**src/rtl/fpadd_issue_ctrl_if.sv**
```systemverilog
// Handshake bundle for the FP-add issue controller:
// two requester ports plus the result port.
interface fpadd_issue_ctrl_if #(
  parameter int TAG_W = 4
);
  logic             in0_valid;
  logic             in0_ready;
  logic             in0_sub;
  logic             in0_sa;
  logic             in0_sb;
  logic [TAG_W-1:0] in0_tag;

  logic             in1_valid;
  logic             in1_ready;
  logic             in1_sub;
  logic             in1_sa;
  logic             in1_sb;
  logic [TAG_W-1:0] in1_tag;

  logic             out_valid;
  logic             out_ready;
  logic             out_id;
  logic [TAG_W-1:0] out_tag;

  modport slave (
    input  in0_valid, in0_sub, in0_sa, in0_sb, in0_tag,
    output in0_ready,
    input  in1_valid, in1_sub, in1_sa, in1_sb, in1_tag,
    output in1_ready,
    output out_valid, out_id, out_tag,
    input  out_ready
  );

  modport master (
    output in0_valid, in0_sub, in0_sa, in0_sb, in0_tag,
    input  in0_ready,
    output in1_valid, in1_sub, in1_sa, in1_sb, in1_tag,
    input  in1_ready,
    input  out_valid, out_id, out_tag,
    output out_ready
  );
endinterface

```
**src/rtl/fpadd_issue_ctrl.sv**
```systemverilog
// Issue/scheduling control for the FP-add pipeline:
// round-robin arbitration, sx tracking, stage valids.
module fpadd_issue_ctrl #(
  parameter int STAGES       = 4,
  parameter int SIGADD_STAGE = 2,
  parameter int TAG_W        = 4
) (
  input  logic                            clk,
  input  logic                            rst_n,
  input  logic                            flush,
  fpadd_issue_ctrl_if.slave               bus,
  output logic                            op_sel,
  output logic [STAGES-1:0]               st_en,
  output logic                            sx_sig,
  output logic [$clog2(STAGES+1)-1:0]     inflight
);

  localparam int SG = SIGADD_STAGE - 1;
  localparam int CW = $clog2(STAGES + 1);

  logic [STAGES-1:0] r_v;
  logic [STAGES-1:0] r_id;
  logic [STAGES-1:0] r_sx;
  logic [TAG_W-1:0]  r_tag [STAGES];
  logic              r_ptr;

  logic              w_adv;
  logic              w_ok;
  logic              w_both;
  logic              w_g0;
  logic              w_g1;
  logic              w_any;
  logic              w_sx_in;
  logic [TAG_W-1:0]  w_tag_in;
  logic [CW-1:0]     w_cnt;

  // The pipe only moves when the last stage is empty or draining.
  assign w_adv  = ~(r_v[STAGES-1] & ~bus.out_ready);
  assign w_ok   = w_adv & ~flush;
  assign w_both = bus.in0_valid & bus.in1_valid;

  assign w_g0 = w_ok & bus.in0_valid
              & (~bus.in1_valid | ~r_ptr);
  assign w_g1 = w_ok & bus.in1_valid
              & (~bus.in0_valid | r_ptr);
  assign w_any = w_g0 | w_g1;

  assign bus.in0_ready = w_g0;
  assign bus.in1_ready = w_g1;
  assign op_sel        = w_g1;
  assign st_en         = {STAGES{w_adv}};

  // Operand-side mux for the op entering stage 1.
  always_comb begin
    w_sx_in  = 1'b0;
    w_tag_in = '0;
    unique case (1'b1)
      w_g1: begin
        w_sx_in  = bus.in1_sa ^ bus.in1_sb ^ bus.in1_sub;
        w_tag_in = bus.in1_tag;
      end
      default: begin
        w_sx_in  = bus.in0_sa ^ bus.in0_sb ^ bus.in0_sub;
        w_tag_in = bus.in0_tag;
      end
    endcase
  end

  // Stage valid/id/sx/tag shift register.
  always_ff @(posedge clk or negedge rst_n) begin
    if (!rst_n) begin
      r_v  <= '0;
      r_id <= '0;
      r_sx <= '0;
      for (int i = 0; i < STAGES; i++)
        r_tag[i] <= '0;
    end else if (flush) begin
      r_v <= '0;
    end else if (w_adv) begin
      r_v      <= {r_v[STAGES-2:0], w_any};
      r_id     <= {r_id[STAGES-2:0], w_g1};
      r_sx     <= {r_sx[STAGES-2:0], w_sx_in};
      r_tag[0] <= w_tag_in;
      for (int i = 1; i < STAGES; i++)
        r_tag[i] <= r_tag[i-1];
    end
  end

  // Round-robin pointer flips only on contended grants.
  always_ff @(posedge clk or negedge rst_n) begin
    if (!rst_n)
      r_ptr <= 1'b0;
    else if (w_ok & w_both)
      r_ptr <= ~r_ptr;
  end

  // Occupancy count of the stage valid bits.
  always_comb begin
    w_cnt = '0;
    for (int i = 0; i < STAGES; i++)
      w_cnt = w_cnt + CW'(r_v[i]);
  end

  assign inflight      = w_cnt;
  assign sx_sig        = r_v[SG] & r_sx[SG];
  assign bus.out_valid = r_v[STAGES-1];
  assign bus.out_id    = r_id[STAGES-1];
  assign bus.out_tag   = r_tag[STAGES-1];

endmodule

```
**src/flat_wrapper.sv**
```systemverilog
// flat-port wrapper written by rule: the top's interface ports become plain ports
module fpadd_issue_ctrl_flat 
#(
  parameter int STAGES       = 4,
  parameter int SIGADD_STAGE = 2,
  parameter int TAG_W        = 4
)
  (clk, rst_n, flush, op_sel, st_en, sx_sig, inflight, bus_in0_valid, bus_in0_sub, bus_in0_sa, bus_in0_sb, bus_in0_tag, bus_in0_ready, bus_in1_valid, bus_in1_sub, bus_in1_sa, bus_in1_sb, bus_in1_tag, bus_in1_ready, bus_out_valid, bus_out_id, bus_out_tag, bus_out_ready);
  fpadd_issue_ctrl_if #(.TAG_W(TAG_W)) bus_i ();
  input  logic clk;
  input  logic rst_n;
  input  logic flush;
  output logic op_sel;
  output logic [STAGES-1:0] st_en;
  output logic sx_sig;
  output logic [$clog2(STAGES+1)-1:0] inflight;
  input wire logic [$bits(bus_i.in0_valid)-1:0] bus_in0_valid;
  input wire logic [$bits(bus_i.in0_sub)-1:0] bus_in0_sub;
  input wire logic [$bits(bus_i.in0_sa)-1:0] bus_in0_sa;
  input wire logic [$bits(bus_i.in0_sb)-1:0] bus_in0_sb;
  input wire logic [$bits(bus_i.in0_tag)-1:0] bus_in0_tag;
  output wire logic [$bits(bus_i.in0_ready)-1:0] bus_in0_ready;
  input wire logic [$bits(bus_i.in1_valid)-1:0] bus_in1_valid;
  input wire logic [$bits(bus_i.in1_sub)-1:0] bus_in1_sub;
  input wire logic [$bits(bus_i.in1_sa)-1:0] bus_in1_sa;
  input wire logic [$bits(bus_i.in1_sb)-1:0] bus_in1_sb;
  input wire logic [$bits(bus_i.in1_tag)-1:0] bus_in1_tag;
  output wire logic [$bits(bus_i.in1_ready)-1:0] bus_in1_ready;
  output wire logic [$bits(bus_i.out_valid)-1:0] bus_out_valid;
  output wire logic [$bits(bus_i.out_id)-1:0] bus_out_id;
  output wire logic [$bits(bus_i.out_tag)-1:0] bus_out_tag;
  input wire logic [$bits(bus_i.out_ready)-1:0] bus_out_ready;
  assign bus_i.in0_valid = bus_in0_valid;
  assign bus_i.in0_sub = bus_in0_sub;
  assign bus_i.in0_sa = bus_in0_sa;
  assign bus_i.in0_sb = bus_in0_sb;
  assign bus_i.in0_tag = bus_in0_tag;
  assign bus_in0_ready = bus_i.in0_ready;
  assign bus_i.in1_valid = bus_in1_valid;
  assign bus_i.in1_sub = bus_in1_sub;
  assign bus_i.in1_sa = bus_in1_sa;
  assign bus_i.in1_sb = bus_in1_sb;
  assign bus_i.in1_tag = bus_in1_tag;
  assign bus_in1_ready = bus_i.in1_ready;
  assign bus_out_valid = bus_i.out_valid;
  assign bus_out_id = bus_i.out_id;
  assign bus_out_tag = bus_i.out_tag;
  assign bus_i.out_ready = bus_out_ready;
  fpadd_issue_ctrl #(.STAGES(STAGES), .SIGADD_STAGE(SIGADD_STAGE), .TAG_W(TAG_W)) u_core (.clk(clk), .rst_n(rst_n), .flush(flush), .bus(bus_i), .op_sel(op_sel), .st_en(st_en), .sx_sig(sx_sig), .inflight(inflight));
endmodule
```
**config.mk**
```make
export PLATFORM = sky130hd
export DESIGN_NAME = fpadd_issue_ctrl_flat
export DESIGN_NICKNAME = d
export VERILOG_FILES = /design/src/rtl/fpadd_issue_ctrl_if.sv /design/src/rtl/fpadd_issue_ctrl.sv /design/src/flat_wrapper.sv
export SDC_FILE = /design/constraint.sdc
export NUM_CORES = 1
export LEC_CHECK = 0
export BUFFER_PORTS_ARGS = -buffer_cell sky130_fd_sc_hd__buf_2
export CORE_AREA = 2 2 57 59
export CTS_CLUSTER_DIAMETER = 200
export DETAILED_ROUTE_END_ITERATION = 10
export DIE_AREA = 0 0 59 61
export PLACE_DENSITY = 0.73
export SLEW_MARGIN = 15
export SYNTH_ARGS = -nofsm -noshare
export SYNTH_HDL_FRONTEND = slang
export SYNTH_SLANG_ARGS = --single-unit
export TNS_END_PERCENT = 50
```
**constraint.sdc**
```tcl
create_clock -name clk -period 4.26 [get_ports clk]
set_input_delay 0 -clock clk [delete_from_list [all_inputs] [get_ports clk]]
set_output_delay 0 -clock clk [all_outputs]
set_load 0.005 [all_outputs]
```
Word level (Yosys, flattened, before mapping)
Cells that the tools add are included.
Storage, ports and cells
  register bits after elaboration: 27
  bits of input ports: 20
  word-level logic and storage cells: 39
Cells by class
  $add $sub $neg: 3
  equality and inequality tests: 1
  mux-type cells: 4
  bitwise gates (word level): 22
  reductions and logical operators: 1
Operators with widths (number)
  $mux W4: 3
  $and A1 B1 Y1: 9
  $add A3 B1 Y3: 2
  $not A1 Y1: 6
  $xor A1 B1 Y1: 4
  $or A1 B1 Y1: 3
  $add A1 B1 Y2: 1
  $ne A2 B2 Y1 const B: 1
  $reduce_and A2 Y1: 1
  $mux W1: 1

Depth between registers and ports, before layout
  depth in word-level cells: 9
  mapped depth: 6
  mapped depth without buffers: 5

Worst setup path before layout
Ideal clock, no wire load.
  path kind: register -> register
  start point: register u_core.r_v[3]
  end point: register u_core.r_tag, in the netlist u_core.bus.out_tag[0]
  setup time: 0.125 ns
  data arrival time: 1.274 ns
  data required time: 4.135 ns
  setup slack: 2.861 ns
  stages on the path, launching flop included: 6
  buffers on the path: 2
  period minus slack after synthesis: 1.399 ns
  cells stage by stage: dfrtp_1 nor2b_4 buf_6 nor2_8 buf_8 mux2_4
On the way
  word-level cells in the longest chain between the ends: 3
RTL lines
  start: declaration: line fpadd_issue_ctrl.sv:21  | logic [STAGES-1:0] r_v;
  start signal: assignment: line fpadd_issue_ctrl.sv:80  | r_v <= {r_v[STAGES-2:0], w_any};
  $and A1 B1 Y1: line fpadd_issue_ctrl.sv:38  | assign w_adv = ~(r_v[STAGES-1] & ~bus.out_ready);
  $not A1 Y1 (no source line)
  $reduce_and A2 Y1 (no source line)
  end signal: indexed assignment: line fpadd_issue_ctrl.sv:85  | r_tag[i] <= r_tag[i-1];
  end: declaration: line fpadd_issue_ctrl.sv:24  | logic [TAG_W-1:0] r_tag [STAGES];
No other way between the ends.
A chain may end at the register's enable or synchronous reset.

Final worst setup path
  start point: register u_core.r_v[3]
  end point: register u_core.r_tag[13] (netlist bit)
On the way
  word-level cells in the longest chain between the ends: 6
  elaborated cells between the ends (all ways): 7
  those cells by class: mux (1); bitwise (5); reduce/logical (1)
RTL lines
  $and A1 B1 Y1 *: line fpadd_issue_ctrl.sv:38
  $not A1 Y1 (no source line) *
  $and A1 B1 Y1: line fpadd_issue_ctrl.sv:39  | assign w_ok = w_adv & ~flush;
  $and A1 B1 Y1: line fpadd_issue_ctrl.sv:44  | assign w_g1 = w_ok & bus.in1_valid
  $and A1 B1 Y1: line fpadd_issue_ctrl.sv:45  | & (~bus.in0_valid | r_ptr);
  $mux W4: line fpadd_issue_ctrl.sv:57  | unique case (1'b1)
Every way passes the cells marked *; elsewhere a longest branch is shown, timed or not.

==> flow_summary.toml <==
[logic_synthesis]
synth_top_area_cell = "dfrtp_1"
synthTopCellsByArea = "dfrtp_1, mux2_4, mux2_2"
synthTopCellsByCount = "dfrtp_1, buf_4"
avgSynthCellArea_sq_um = 13.1
yosysWarningCount = 0
synthArstFlopShare_pct = 100
ys_seq_elements = 27
synth_top_area_share_pct = 50.9
netlist_instances = 101
syn_area_sq_um = 1330
yosys.cell_count.top_type = "dfrtp_1"
synth_ff_type = "dfrtp_1"
synth_edf_count = 0
syn_nets = 124
yosysUniqueCellTypes = 23
ys_seq_area_share_pct = 50.9

[cts]
cts_tree = "built"
clk_pin_slew_ns = 0.15
cts_buffers = 3
clk_path_buf_depth = 2
clk_latency_ns = 0.32
root_buffer = "clkbuf_4"
clock-sinks = 27
h-tree-depth = 1

[drt]
drt.antenna.violating_nets = 0
drc = 0
num_vias = 844
routedWlPerCell_microns = 12.7
drtPass1Iterations = 6
routed_wl_mm = 2.22
vias_per_cell = 4.82
drt_iter0_markers = 18

[placement]
placement.io_buffers = 36
dp_hpwl_mm = 1.53
gp_congestion = 0.782
pre_cts_ws_ns = 2.78

[floorplan]
rows = 20
fp.dieH_microns = 61
die-area_sq_um = 3600
ios = 37
start_util_pct = 44.9
coreArea_sq_um = 2950
die_w_microns = 59

[final_layout]
synthToLayoutAreaGrowth_pct = 21.1
nNetsFinal = 166
antenna_cells = 0
drive_above_1_share_pct = 43.0
fill_cells = 268

[timing]
finalWorstSetupSlack_ns = 2.24
final-hold-violation-count = 0
setup-violations-final = 0
fin_crit_ns = 2.02
fin_worst_skew_ns = 0.00923
holdWs_ns = 0.0104
period_share_pct = 47.4
worst_pin_slew_ns = 0.579
slew-limit-headroom_pct = 61.4
slew_viol_final = 0
tns_ns = 0
fmax_mhz = 496
rsz0062_at_grt = "no"

[global_route]
grt_pass1_wl_mm = 3.53
grtUsageTotal_pct = 13.5
grt_overflow = 0
antenna_found_initial = 0
grt_max_degree = 29
grt_pass1_vias = 817

[pwr]
leakagePower_nw = 0.786
vdd_drop_max_mv = 0.160
cellPowerDensity_nw_per_um2 = 370
total_power_mw = 0.595

[status]
status = "finished clean"

[setup_path]
worstSetupPathType = "reg2reg"
setup.worst_path.end_class = "flip-flop"
arrival_ns = 2.23
worst-path-max-fanout = 8
start_kind = "flip-flop"
cp.required_ns = 4.47

[min_path]
min_path_type = "in2reg"

[run]
drv_cap = 0
[through the flow]
stage               cells  area (sq um)  utilization, %
detailed placement    158          1450            49.0
finish                175          1610            54.4
CTS                   175          1610            54.4
global placement      158          1450            49.0
global route          175          1610            54.4
floorplan             101          1330               -
[final cells by class]
class,instances,area [sq um],area share (%)
multi-input cells,60,537,33.4
clock buffers,3,22.5,1.40
clock inverters,1,7.51,0.467
well taps,33,41.3,2.57
flip-flops and latches,27,676,42.1
inverters,2,12.5,0.779
repair buffers,49,310,19.3
[placed cells by master, fill, tap and decap left out, types with 2 or more instances in the layout]
cell type,count
ha_1,2
mux2_4,8
nand2_1,6
mux2_2,8
clkbuf_4,3
mux2i_1,5
xnor2_1,5
nor2_1,8
dfrtp_1,27
nor3_1,2
buf_2,36
dlygate4sd3_1,13
a21oi_1,8
[metal layers]
| layer | up-vias | global-route usage (%) | wire [microns] |
|---|---|---|---|
| met5 | - | 0 | 0 |
| li1 | 412 | - | - |
| met4 | 0 | 6.82 | 27 |
| met2 | 19 | 24.1 | 1160 |
| met3 | 2 | 1.28 | 77 |
| met1 | 411 | 16.2 | 954 |
[worst paths after layout]
kind	start	to	slack [ns]	cells after the start
max in group asynchronous	rst_n	u_core.r_id[3]	3.66	2
worst max-delay path	u_core.r_v[3]	u_core.r_tag[13]	2.24	6
worst min-delay path	bus_out_ready	u_core.r_v[3]	0.01	4
worst min register to register	u_core.r_ptr	u_core.r_ptr	0.50	1
min in group asynchronous	rst_n	u_core.r_sx[1]	0.22	2
worst max register to register	u_core.r_v[3]	u_core.r_tag[13]	2.24	6
[where the power goes]
group          switching, mW  total [mW]  internal (mW)
sequential            0.0288       0.337          0.308
clock                 0.0757       0.112         0.0359
combinational         0.0542       0.147         0.0926
[worst max-delay path: stages (launching register included)]
cell and delay [ns]:
dfrtp_1 0.42, nor2b_4 0.33, clkinv_4 0.14, nand4b_4 0.19
mux2i_1 0.22, dlygate4sd3_1 0.56, a21oi_1 0.06
[repair_timing]
action	4_1_cts	5_1_grt
hold buffers	13	0
hold endpoints to repair	36	0
setup buffers	0	0
resized for setup	0	0
[flip-flops by register name (all words and copies together) (netlist names)]
name	cells
u_core.r_tag	12
u_core.bus.out_tag	4
u_core.r_id	4
u_core.r_v	4
u_core.r_sx	2
u_core.r_ptr	1
[cell families after synthesis]
| family | share of synthesized area [%] |
|---|---|
| buffers and inverters | 8.58 |
| adder cells (fa/ha/maj) | 3.40 |
| AND/OR/NAND/NOR | 10.8 |
| XOR/XNOR | 3.30 |
| AO/OA/AOI/OAI | 3.40 |
| multiplexers | 19.6 |
| flip-flops | 50.9 |
Power figures use the tool's default switching activity.
